## config.mk

```make
export PLATFORM = sky130hd
export DESIGN_NAME = ram_burst_ctrl_flat
export DESIGN_NICKNAME = d
export VERILOG_FILES = /design/src/rtl/ram_burst_if.sv /design/src/rtl/ram_burst_ctrl.sv /design/src/flat_wrapper.sv
export SDC_FILE = /design/constraint.sdc
export NUM_CORES = 1
export LEC_CHECK = 0
export CORE_MARGIN = 4
export CORE_UTILIZATION = 37
export DETAILED_ROUTE_END_ITERATION = 8
export HOLD_SLACK_MARGIN = 0.12
export PLACE_DENSITY = 0.8
export SYNTH_ARGS = -nofsm -noshare
export SYNTH_HDL_FRONTEND = slang
export SYNTH_SLANG_ARGS = --single-unit
```

## constraint.sdc

```tcl
create_clock -name clk -period 2 [get_ports clk]
set_input_delay 0.4 -clock clk [delete_from_list [all_inputs] [get_ports clk]]
set_output_delay 0.4 -clock clk [all_outputs]
set_load 0.005 [all_outputs]
```

## src/rtl/ram_burst_if.sv

```systemverilog
// Burst command, write-beat and read-beat handshakes between a requester and ram_burst_ctrl.
interface ram_burst_if #(
  parameter int ADDRESS_SIZE = 20,
  parameter int DATA_WIDTH   = 32,
  parameter int BURST_BITS   = 4
);
  logic                    cmd_valid;
  logic                    cmd_ready;
  logic                    cmd_write;
  logic [ADDRESS_SIZE-1:0] cmd_addr;
  logic [BURST_BITS-1:0]   cmd_len;
  logic                    wr_valid;
  logic                    wr_ready;
  logic [DATA_WIDTH-1:0]   wr_data;
  logic                    rd_valid;
  logic                    rd_ready;
  logic [DATA_WIDTH-1:0]   rd_data;

  modport master (
    output cmd_valid, cmd_write, cmd_addr, cmd_len, wr_valid, wr_data, rd_ready,
    input  cmd_ready, wr_ready, rd_valid, rd_data
  );

  modport slave (
    input  cmd_valid, cmd_write, cmd_addr, cmd_len, wr_valid, wr_data, rd_ready,
    output cmd_ready, wr_ready, rd_valid, rd_data
  );
endinterface

```

## src/rtl/ram_burst_ctrl.sv

```systemverilog
// Burst read/write sequencer in front of a single-port asynchronous RAM.
// Define RAM_BOUNDARY_CHECK_EN to reject bursts that would run past the top of the address space.
//
// state | meaning
// IDLE  | waiting for a command (cmd_ready=1)
// WRITE | one RAM write per accepted wr beat
// READ  | loading RAM words into the registered read slot
// DONE  | one-cycle completion pulse
module ram_burst_ctrl #(
  parameter int ADDRESS_SIZE = 20,
  parameter int DATA_WIDTH   = 32,
  parameter int BURST_BITS   = 4
) (
  input  logic                    clk,
  input  logic                    rst,
  ram_burst_if.slave              bus,
  output logic                    done,
  output logic                    cmd_err,
  output logic                    busy,
  output logic [ADDRESS_SIZE-1:0] ram_addr,
  output logic [DATA_WIDTH-1:0]   ram_wdata,
  output logic                    ram_rdwr,
  input  logic [DATA_WIDTH-1:0]   ram_rdata
);

  typedef enum logic [1:0] {IDLE, WRITE, READ, DONE} stateType;

  stateType                state;
  stateType                nextState;
  logic [ADDRESS_SIZE-1:0] addr;
  logic [BURST_BITS-1:0]   beatsLeft;
  logic                    rdValid;
  logic [DATA_WIDTH-1:0]   rdData;
  logic                    accept;
  logic                    wrFire;
  logic                    rdLoad;
  logic                    lastBeat;
  logic                    rangeErr;

  always_comb begin
    accept   = bus.cmd_valid & (state == IDLE);
    wrFire   = (state == WRITE) & bus.wr_valid;
    rdLoad   = (state == READ) & (~rdValid | bus.rd_ready);
    lastBeat = (beatsLeft == '0);
`ifdef RAM_BOUNDARY_CHECK_EN
    // carry out of the end-address sum means the burst runs off the top
    rangeErr = ({1'b0, bus.cmd_addr} + (ADDRESS_SIZE + 1)'(bus.cmd_len))
               > {1'b0, {ADDRESS_SIZE{1'b1}}};
`else
    rangeErr = 1'b0;
`endif
  end

  always_comb begin
    nextState = state;
    case (state)
      IDLE:    if (accept && !rangeErr) nextState = bus.cmd_write ? WRITE : READ;
      WRITE:   if (wrFire && lastBeat) nextState = DONE;
      READ:    if (rdLoad && lastBeat) nextState = DONE;
      DONE:    nextState = IDLE;
      default: nextState = IDLE;
    endcase
  end

  always_ff @(posedge clk) begin
    if (!rst) begin
      state     <= IDLE;
      addr      <= '0;
      beatsLeft <= '0;
      rdValid   <= 1'b0;
      rdData    <= '0;
    end else begin
      state <= nextState;
      if (accept && !rangeErr) begin
        addr      <= bus.cmd_addr;
        beatsLeft <= bus.cmd_len;
      end else if (wrFire || rdLoad) begin
        addr      <= addr + ADDRESS_SIZE'(1);
        beatsLeft <= beatsLeft - BURST_BITS'(1);
      end
      if (rdLoad) begin
        rdData  <= ram_rdata;
        rdValid <= 1'b1;
      end else if (bus.rd_ready) begin
        rdValid <= 1'b0;
      end
    end
  end

`ifdef RAM_BOUNDARY_CHECK_EN
  logic cmdErrQ;
  always_ff @(posedge clk) begin
    if (!rst) cmdErrQ <= 1'b0;
    else      cmdErrQ <= accept & rangeErr;
  end
  assign cmd_err = cmdErrQ;
`else
  assign cmd_err = 1'b0;
`endif

  assign bus.cmd_ready = (state == IDLE);
  assign bus.wr_ready  = (state == WRITE);
  assign bus.rd_valid  = rdValid;
  assign bus.rd_data   = rdData;
  assign done          = (state == DONE);
  assign busy          = (state != IDLE);
  assign ram_addr      = addr;
  assign ram_wdata     = bus.wr_data;
  // a reset edge must never look like a write to the RAM
  assign ram_rdwr      = ~(rst & wrFire);

endmodule

```

## src/flat_wrapper.sv

```systemverilog
// flat-port wrapper written by rule: the top's interface ports become plain ports
module ram_burst_ctrl_flat 
#(
  parameter int ADDRESS_SIZE = 20,
  parameter int DATA_WIDTH   = 32,
  parameter int BURST_BITS   = 4
)
  (clk, rst, done, cmd_err, busy, ram_addr, ram_wdata, ram_rdwr, ram_rdata, bus_cmd_valid, bus_cmd_write, bus_cmd_addr, bus_cmd_len, bus_wr_valid, bus_wr_data, bus_rd_ready, bus_cmd_ready, bus_wr_ready, bus_rd_valid, bus_rd_data);
  ram_burst_if #(.ADDRESS_SIZE(ADDRESS_SIZE), .DATA_WIDTH(DATA_WIDTH), .BURST_BITS(BURST_BITS)) bus_i ();
  input  logic clk;
  input  logic rst;
  output logic done;
  output logic cmd_err;
  output logic busy;
  output logic [ADDRESS_SIZE-1:0] ram_addr;
  output logic [DATA_WIDTH-1:0] ram_wdata;
  output logic ram_rdwr;
  input  logic [DATA_WIDTH-1:0] ram_rdata;
  input wire logic [$bits(bus_i.cmd_valid)-1:0] bus_cmd_valid;
  input wire logic [$bits(bus_i.cmd_write)-1:0] bus_cmd_write;
  input wire logic [$bits(bus_i.cmd_addr)-1:0] bus_cmd_addr;
  input wire logic [$bits(bus_i.cmd_len)-1:0] bus_cmd_len;
  input wire logic [$bits(bus_i.wr_valid)-1:0] bus_wr_valid;
  input wire logic [$bits(bus_i.wr_data)-1:0] bus_wr_data;
  input wire logic [$bits(bus_i.rd_ready)-1:0] bus_rd_ready;
  output wire logic [$bits(bus_i.cmd_ready)-1:0] bus_cmd_ready;
  output wire logic [$bits(bus_i.wr_ready)-1:0] bus_wr_ready;
  output wire logic [$bits(bus_i.rd_valid)-1:0] bus_rd_valid;
  output wire logic [$bits(bus_i.rd_data)-1:0] bus_rd_data;
  assign bus_i.cmd_valid = bus_cmd_valid;
  assign bus_i.cmd_write = bus_cmd_write;
  assign bus_i.cmd_addr = bus_cmd_addr;
  assign bus_i.cmd_len = bus_cmd_len;
  assign bus_i.wr_valid = bus_wr_valid;
  assign bus_i.wr_data = bus_wr_data;
  assign bus_i.rd_ready = bus_rd_ready;
  assign bus_cmd_ready = bus_i.cmd_ready;
  assign bus_wr_ready = bus_i.wr_ready;
  assign bus_rd_valid = bus_i.rd_valid;
  assign bus_rd_data = bus_i.rd_data;
  ram_burst_ctrl #(.ADDRESS_SIZE(ADDRESS_SIZE), .DATA_WIDTH(DATA_WIDTH), .BURST_BITS(BURST_BITS)) u_core (.clk(clk), .rst(rst), .bus(bus_i), .done(done), .cmd_err(cmd_err), .busy(busy), .ram_addr(ram_addr), .ram_wdata(ram_wdata), .ram_rdwr(ram_rdwr), .ram_rdata(ram_rdata));
endmodule
```

After elaboration in Yosys (flattened, before gate mapping)

Index checks and enable logic that the tools add are counted.

Bitwise operators: 7
Reduce and logical (&&, ||, !) cells: 9
Add/subtract/negate cells: 2
Multiplexer cells: 11
Eq/ne operators: 6

Operator list:

| operator                                                                 | count |
|---|---|
| 20-bit two-way mux                                                       | 2 |
| 20-bit by 1-bit adder with 20-bit output (second input constant)         | 1 |
| 2-bit two-way mux                                                        | 4 |
| 4-bit two-way mux                                                        | 2 |
| 2-bit one-hot mux with 4 select lines                                    | 1 |
| 2-bit nonzero test                                                       | 3 |
| 1-bit AND                                                                | 4 |
| 2-bit equality test (second input constant)                              | 2 |
| 4-bit zero test                                                          | 1 |
| 2-bit by 1-bit inequality test with 1-bit output (second input constant) | 2 |
| 4-bit by 1-bit subtractor with 4-bit output (second input constant)      | 1 |
| 3-bit AND reduction                                                      | 1 |
| 2-bit by 1-bit equality test with 1-bit output (second input constant)   | 1 |
| 1-bit logical AND                                                        | 2 |
| 2-bit zero test                                                          | 1 |
| 1-bit two-way mux                                                        | 2 |
| 2-bit inequality test (second input constant)                            | 1 |
| 1-bit NOT                                                                | 2 |
| 1-bit logical OR                                                         | 1 |
| 1-bit OR                                                                 | 1 |

Input bits: 94
Output and inout port bits: 91
Bits in registers: 59

Depth between registers and ports, before layout

Gate-level depths: netlist of the first run.

Depth in word-level cells: 6
Mapped depth: 8

Worst setup path before layout of the first run

OpenSTA, ideal clock, no wires.

Path kind: register -> register
From: register u_core.state[0]
To: register u_core.addr[14] (netlist: u_core.ram_addr[14])
Clock period less this slack: 1788 ps
Data arrival time: 1714 ps
Path slack: 212 ps
Required time: 1926 ps
Stages on the path, launching flop included: 8
Library setup time: 74 ps
Path through: dfxtp_1 inv_1 ha_1 inv_2 o21ai_4 nand4_4 or4_1 a31oi_1

Word-level cells in the longest chain between the ends: 4
Elaborated cells on any way between the ends: 9
Classes of those cells: eq/ne: 2; mux: 1; bitwise: 3; reduce/logical: 3

RTL lines:

| what                                                                                  | line                                       | text |
|---|---|---|
| from (decl)                                                                           | ram_burst_ctrl.sv:28                       | `stateType state;` |
| from (signal assigned)                                                                | ram_burst_ctrl.sv:73                       | `state <= nextState;` |
| 2-bit by 1-bit equality test with 1-bit output or 2-bit equality test (tied branches) | ram_burst_ctrl.sv:42, ram_burst_ctrl.sv:43 |  |
| 1-bit AND, on equally long branches                                                   | ram_burst_ctrl.sv:42, ram_burst_ctrl.sv:43 |  |
| 1-bit logical OR                                                                      | ram_burst_ctrl.sv:77                       | `end else if (wrFire \|\| rdLoad) begin` |
| 2-bit nonzero test (no source line)                                                   | -                                          |  |
| to (signal assigned)                                                                  | ram_burst_ctrl.sv:75                       | `addr <= bus.cmd_addr;` |
| to (signal assigned)                                                                  | ram_burst_ctrl.sv:78                       | `addr <= addr + ADDRESS_SIZE'(1);` |
| to (decl)                                                                             | ram_burst_ctrl.sv:30                       | `logic [ADDRESS_SIZE-1:0] addr;` |

Several ways; a longest one is shown, not always the timed one.
A chain may end at the register's enable or synchronous reset.

Worst setup path after layout of the first run

From: register u_core.beatsLeft[0]
To: register u_core.state[1]

Word-level cells in the longest chain between the ends: 4
Elaborated cells on any way between the ends: 6
Classes of those cells: eq/ne: 2; reduce/logical: 4

RTL lines:

| what                                                                                                       | line                                       | text |
|---|---|---|
| from (decl)                                                                                                | ram_burst_ctrl.sv:31                       | `logic [BURST_BITS-1:0] beatsLeft;` |
| from (signal assigned)                                                                                     | ram_burst_ctrl.sv:76                       | `beatsLeft <= bus.cmd_len;` |
| from (signal assigned)                                                                                     | ram_burst_ctrl.sv:79                       | `beatsLeft <= beatsLeft - BURST_BITS'(1);` |
| 4-bit zero test *                                                                                          | ram_burst_ctrl.sv:44                       | `lastBeat = (beatsLeft == '0);` |
| 1-bit logical AND, on equally long branches                                                                | ram_burst_ctrl.sv:59, ram_burst_ctrl.sv:58 |  |
| 2-bit inequality test (no source line) or 2-bit by 1-bit inequality test with 1-bit output (tied branches) | -                                          |  |
| 3-bit AND reduction (no source line) *                                                                     | -                                          |  |

Every way passes the cells marked *; elsewhere a longest branch is shown, timed or not.

==> metrics.md, run 1 <==
| Metric | Value |
|---|---|
| Outcome | `finished clean` |
| First-pass GRT wire length | `13.0 mm` |
| Tmin final | `1.90 ns` |
| Drt via density | `4.99` |
| Clock network latency to the later pin of the worst-skew pair | `0.32 ns` |
| Final Net Count | `approximately 560` |
| R2R Setup Slk | `approximately 0.10 ns` |
| #FFs+latches synth | `59` |
| Critical path arrival | `2.15 ns` |
| Seq pwr share | `a little over a third` |
| Post-Place Cells | `545` |
| Critical Path End | `u_core.state[1]$_SDFFE_PN0P_` |
| Clock power frac | `roughly 22%` |
| Port Buffers | `approximately 120` |
| Cells after Synth | `between 300 and 400` |
| RD Place Congestion | `roughly 0.9` |
| P_int | `roughly 0.0032 W` |
| Launch point of the worst path | `u_core.beatsLeft[0]$_SDFFE_PN0P_` |
| Drt wl/cell | `14.6 um` |
| Core box area | `a little under 0.008 mm^2` |
| Yosys cell types | `between 40 and 50` |
| Largest net degree at the start of global routing | `46` |
| Total grt overflow | `0` |
| Final ANT Viol Nets | `0` |
| Pre-Repair DR Iteration Count | `4` |
| R2R depth | `7` |
| Clock root buffer | `clkbuf_8` |
| Synth Net Count | `~460` |
| Most common cell after layout, fill and taps aside | `clkdlybuf4s50_1` |
| Slew Limit Fails | `0` |
| Vias in the first global route | `2723` |
| Fmax | `between 0.5 and 0.6 GHz` |
| # IOs | `around 190` |
| Clk_skew | `0.00685 ns` |
| Switch share | `about a third` |
| Crit path capture type | `flip-flop` |
| Setup total negative slack | `0 ns` |
| Setup CP Type | `flip-flop to flip-flop` |
| YS warnings | `0` |
| Reg2Reg Launch Point | `u_core.beatsLeft[0]$_SDFFE_PN0P_` |
| Initial antenna violation count | `0` |
| Area growth syn-to-layout | `48.1%` |
| Number of max-cap violations | `0` |
| H-tree Lvls | `3` |
| Hold Crit Class | `flip-flop to flip-flop` |
| Reg clk slew, reported paths | `about 0.070 ns` |
| Register area share after synthesis | `roughly two fifths` |
| WP data required | `2.25 ns` |
| CP startpoint kind | `flip-flop` |
| Most frequent cells in the layout | `clkdlybuf4s50_1, nand2_1, dfxtp_1, a21oi_1, o21ai_0` |
| Antenna cells | `0` |
| Routed WL | `~8 mm` |
| Switching power | `roughly 0.0016 W` |
| Routed vias | `roughly 2800` |
| Final cell count without fillers | `between 500 and 600` |
| Drc violations | `0` |
| Leakage | `1.53 nW` |
| Die area | `about 0.0094 mm^2` |
| CTS tree | `yes` |
| Die H | `between 90 and 100 um` |
| Cell Area, Synth | `0.00294 mm^2` |
| Die width | `just under 100 um` |
| Critical-path maximum fanout | `4` |
| Clk sinks | `just under 60` |
| Num CTS Buffers | `9` |
| Starting density of the core | `a little under two fifths` |
| RR Endpoint | `u_core.state[1]$_SDFFE_PN0P_` |
| Final Cycle Share | `between 90 and 100%` |
| Core Rows | `32` |
| GRT Resource Usage Total | `16.8%` |
| Final HPWL DP | `approximately 6 mm` |
| Initial DRC count | `106` |
| Mean post-synth cell area | `between 8 and 9 um^2` |
| Combinational fraction of design power | `slightly above 40%` |
| Share of layout cells above drive strength 1 | `11.1%` |
| Hold Violations, Final | `0` |
| Peak VDD IR | `0.710 mV` |
| Maximum buffer depth of the clock tree | `2` |
| PwrDens | `1110 mW/mm^2` |
| Final-report setup violation count | `0` |
==> critical path, cell delays in order (launching register included) <==
cell and delay (ns):
dfxtp_1 0.34, inv_1 0.10, ha_1 0.15, or3b_1 0.37, o21ai_0 0.23, o211ai_1 0.22
a211o_1 0.31, a21oi_1 0.12
==> power by group through the flow <==
stage	clock (W)	combinational, W	sequential, W
3_5_place_dp	0	0.00194	0.00178
2_1_floorplan	0	0.000963	0.00175
3_3_place_gp	0	0.00189	0.00176
4_1_cts	0.00111	0.00196	0.00176
6_report	0.00108	0.00201	0.00177
5_1_grt	0.00117	0.00219	0.00181
==> how the worst min path moves through the flow <==
stage | cells past startpoint | from | slack [ns] | end
CTS | 2 | u_core.bus.rd_data[22]$_SDFFE_PN0P_ | 0.45 | u_core.bus.rd_data[22]$_SDFFE_PN0P_
floorplan | 2 | u_core.bus.rd_data[0]$_SDFFE_PN0P_ | 0.45 | u_core.bus.rd_data[0]$_SDFFE_PN0P_
finish | 2 | u_core.bus.rd_data[30]$_SDFFE_PN0P_ | 0.45 | u_core.bus.rd_data[30]$_SDFFE_PN0P_
global route | 2 | u_core.bus.rd_data[31]$_SDFFE_PN0P_ | 0.47 | u_core.bus.rd_data[31]$_SDFFE_PN0P_
detailed placement | 2 | u_core.bus.rd_data[22]$_SDFFE_PN0P_ | 0.45 | u_core.bus.rd_data[22]$_SDFFE_PN0P_
global placement | 2 | u_core.bus.rd_data[28]$_SDFFE_PN0P_ | 0.44 | u_core.bus.rd_data[28]$_SDFFE_PN0P_
==> synth_stat cells (all sizes together) <==
| master | number | area (um^2) |
|---|---|---|
| a211oi | 6 | 45.0 |
| a311oi | 2 | 17.5 |
| and2 | 1 | 6.26 |
| a21boi | 1 | 11.3 |
| nand3b | 1 | 7.51 |
| nor2 | 9 | 33.8 |
| clkinv | 1 | 3.75 |
| or3 | 1 | 7.51 |
| o21ai | 19 | 106 |
| nor4b | 5 | 65.1 |
| clkbuf | 16 | 61.3 |
| ha | 8 | 100 |
| and4 | 2 | 17.5 |
| or4 | 2 | 15.0 |
| nor2b | 1 | 6.26 |
| nor3 | 2 | 10.0 |
| nand3 | 8 | 40.0 |
| a31oi | 3 | 18.8 |
| xor2 | 3 | 26.3 |
| o211ai | 2 | 15.0 |
| nor4 | 4 | 31.3 |
| buf | 36 | 269 |
| and3 | 1 | 6.26 |
| inv | 7 | 26.3 |
| a211o | 1 | 8.76 |
| xnor2 | 15 | 131 |
| o31ai | 3 | 22.5 |
| and2b | 1 | 10.0 |
| conb | 1 | 3.75 |
| nand2b | 1 | 6.26 |
| dfxtp | 59 | 1180 |
| or3b | 1 | 8.76 |
| nor3b | 1 | 7.51 |
| a21oi | 49 | 245 |
| nand4 | 8 | 71.3 |
| nand2 | 80 | 300 |
==> timing repair <==
item	in CTS	in global routing
setup buffers	0	2
setup endpoints to repair	3	11
resized for setup	3	9
hold buffers	0	0
pin swaps	0	2
endpoints found under the hold margin	0	0
==> sequential cells by signal, summed over array words and instances (netlist names) <==
signal	count
u_core.state	2
u_core.bus.rd_data	32
u_core.ram_addr	20
u_core.beatsLeft	4
u_core.bus.rd_valid	1
==> layer usage <==
metal  vias to the layer above  wire length, um  GRT usage [%]
met5                         -                0              0
met4                         0              180           6.91
met3                        30              730           7.39
met2                       110             3890           26.9
met1                      1277             3440           19.5
li1                       1392                -              -
==> metrics by stage <==
step                hold WS, ns  total power [W]  setup WS [ns]  area [um^2]  utilization [%]
global placement          0.441          0.00365         -0.154         4110             53.2
finish                    0.453          0.00485          0.101         4360             56.4
global route              0.471          0.00517        -0.0250         4360             56.4
floorplan                 0.453          0.00271          0.212         2940                -
CTS                       0.455          0.00483        -0.0145         4310             55.8
detailed placement        0.447          0.00372         -0.197         4110             53.2
==> cell families (layout without fill, tap and decap cells) <==
kind of cell / count (synthesis) / in the layout / synth area share [%]
AND/OR/NAND/NOR: 129 / 129 / 22.1
AO/OA/AOI/OAI: 86 / 86 / 16.7
buffers and inverters: 60 / 160 / 12.2
adder cells (fa/ha/maj): 8 / 8 / 3.40
XOR/XNOR: 18 / 18 / 5.36
other: 1 / 1 / 0.127
flip-flops: 59 / 59 / 40.1
==> final cells by class <==
class	count	area [um^2]
clock buffer	11	141
clock inverter	5	52.6
fill	693	3370
inverter	8	30.0
multi-input combinational	242	1440
sequential	59	1180
tap	102	128
timing repair buffer	136	1390
(Power assumes the default switching activity.)
==> inputs of run 2 (changes only) <==
SLEW_MARGIN = 10   (was not set)
==> results of run 2 <==
No change in the layout: final DEF, timing and power equal those of run 1.
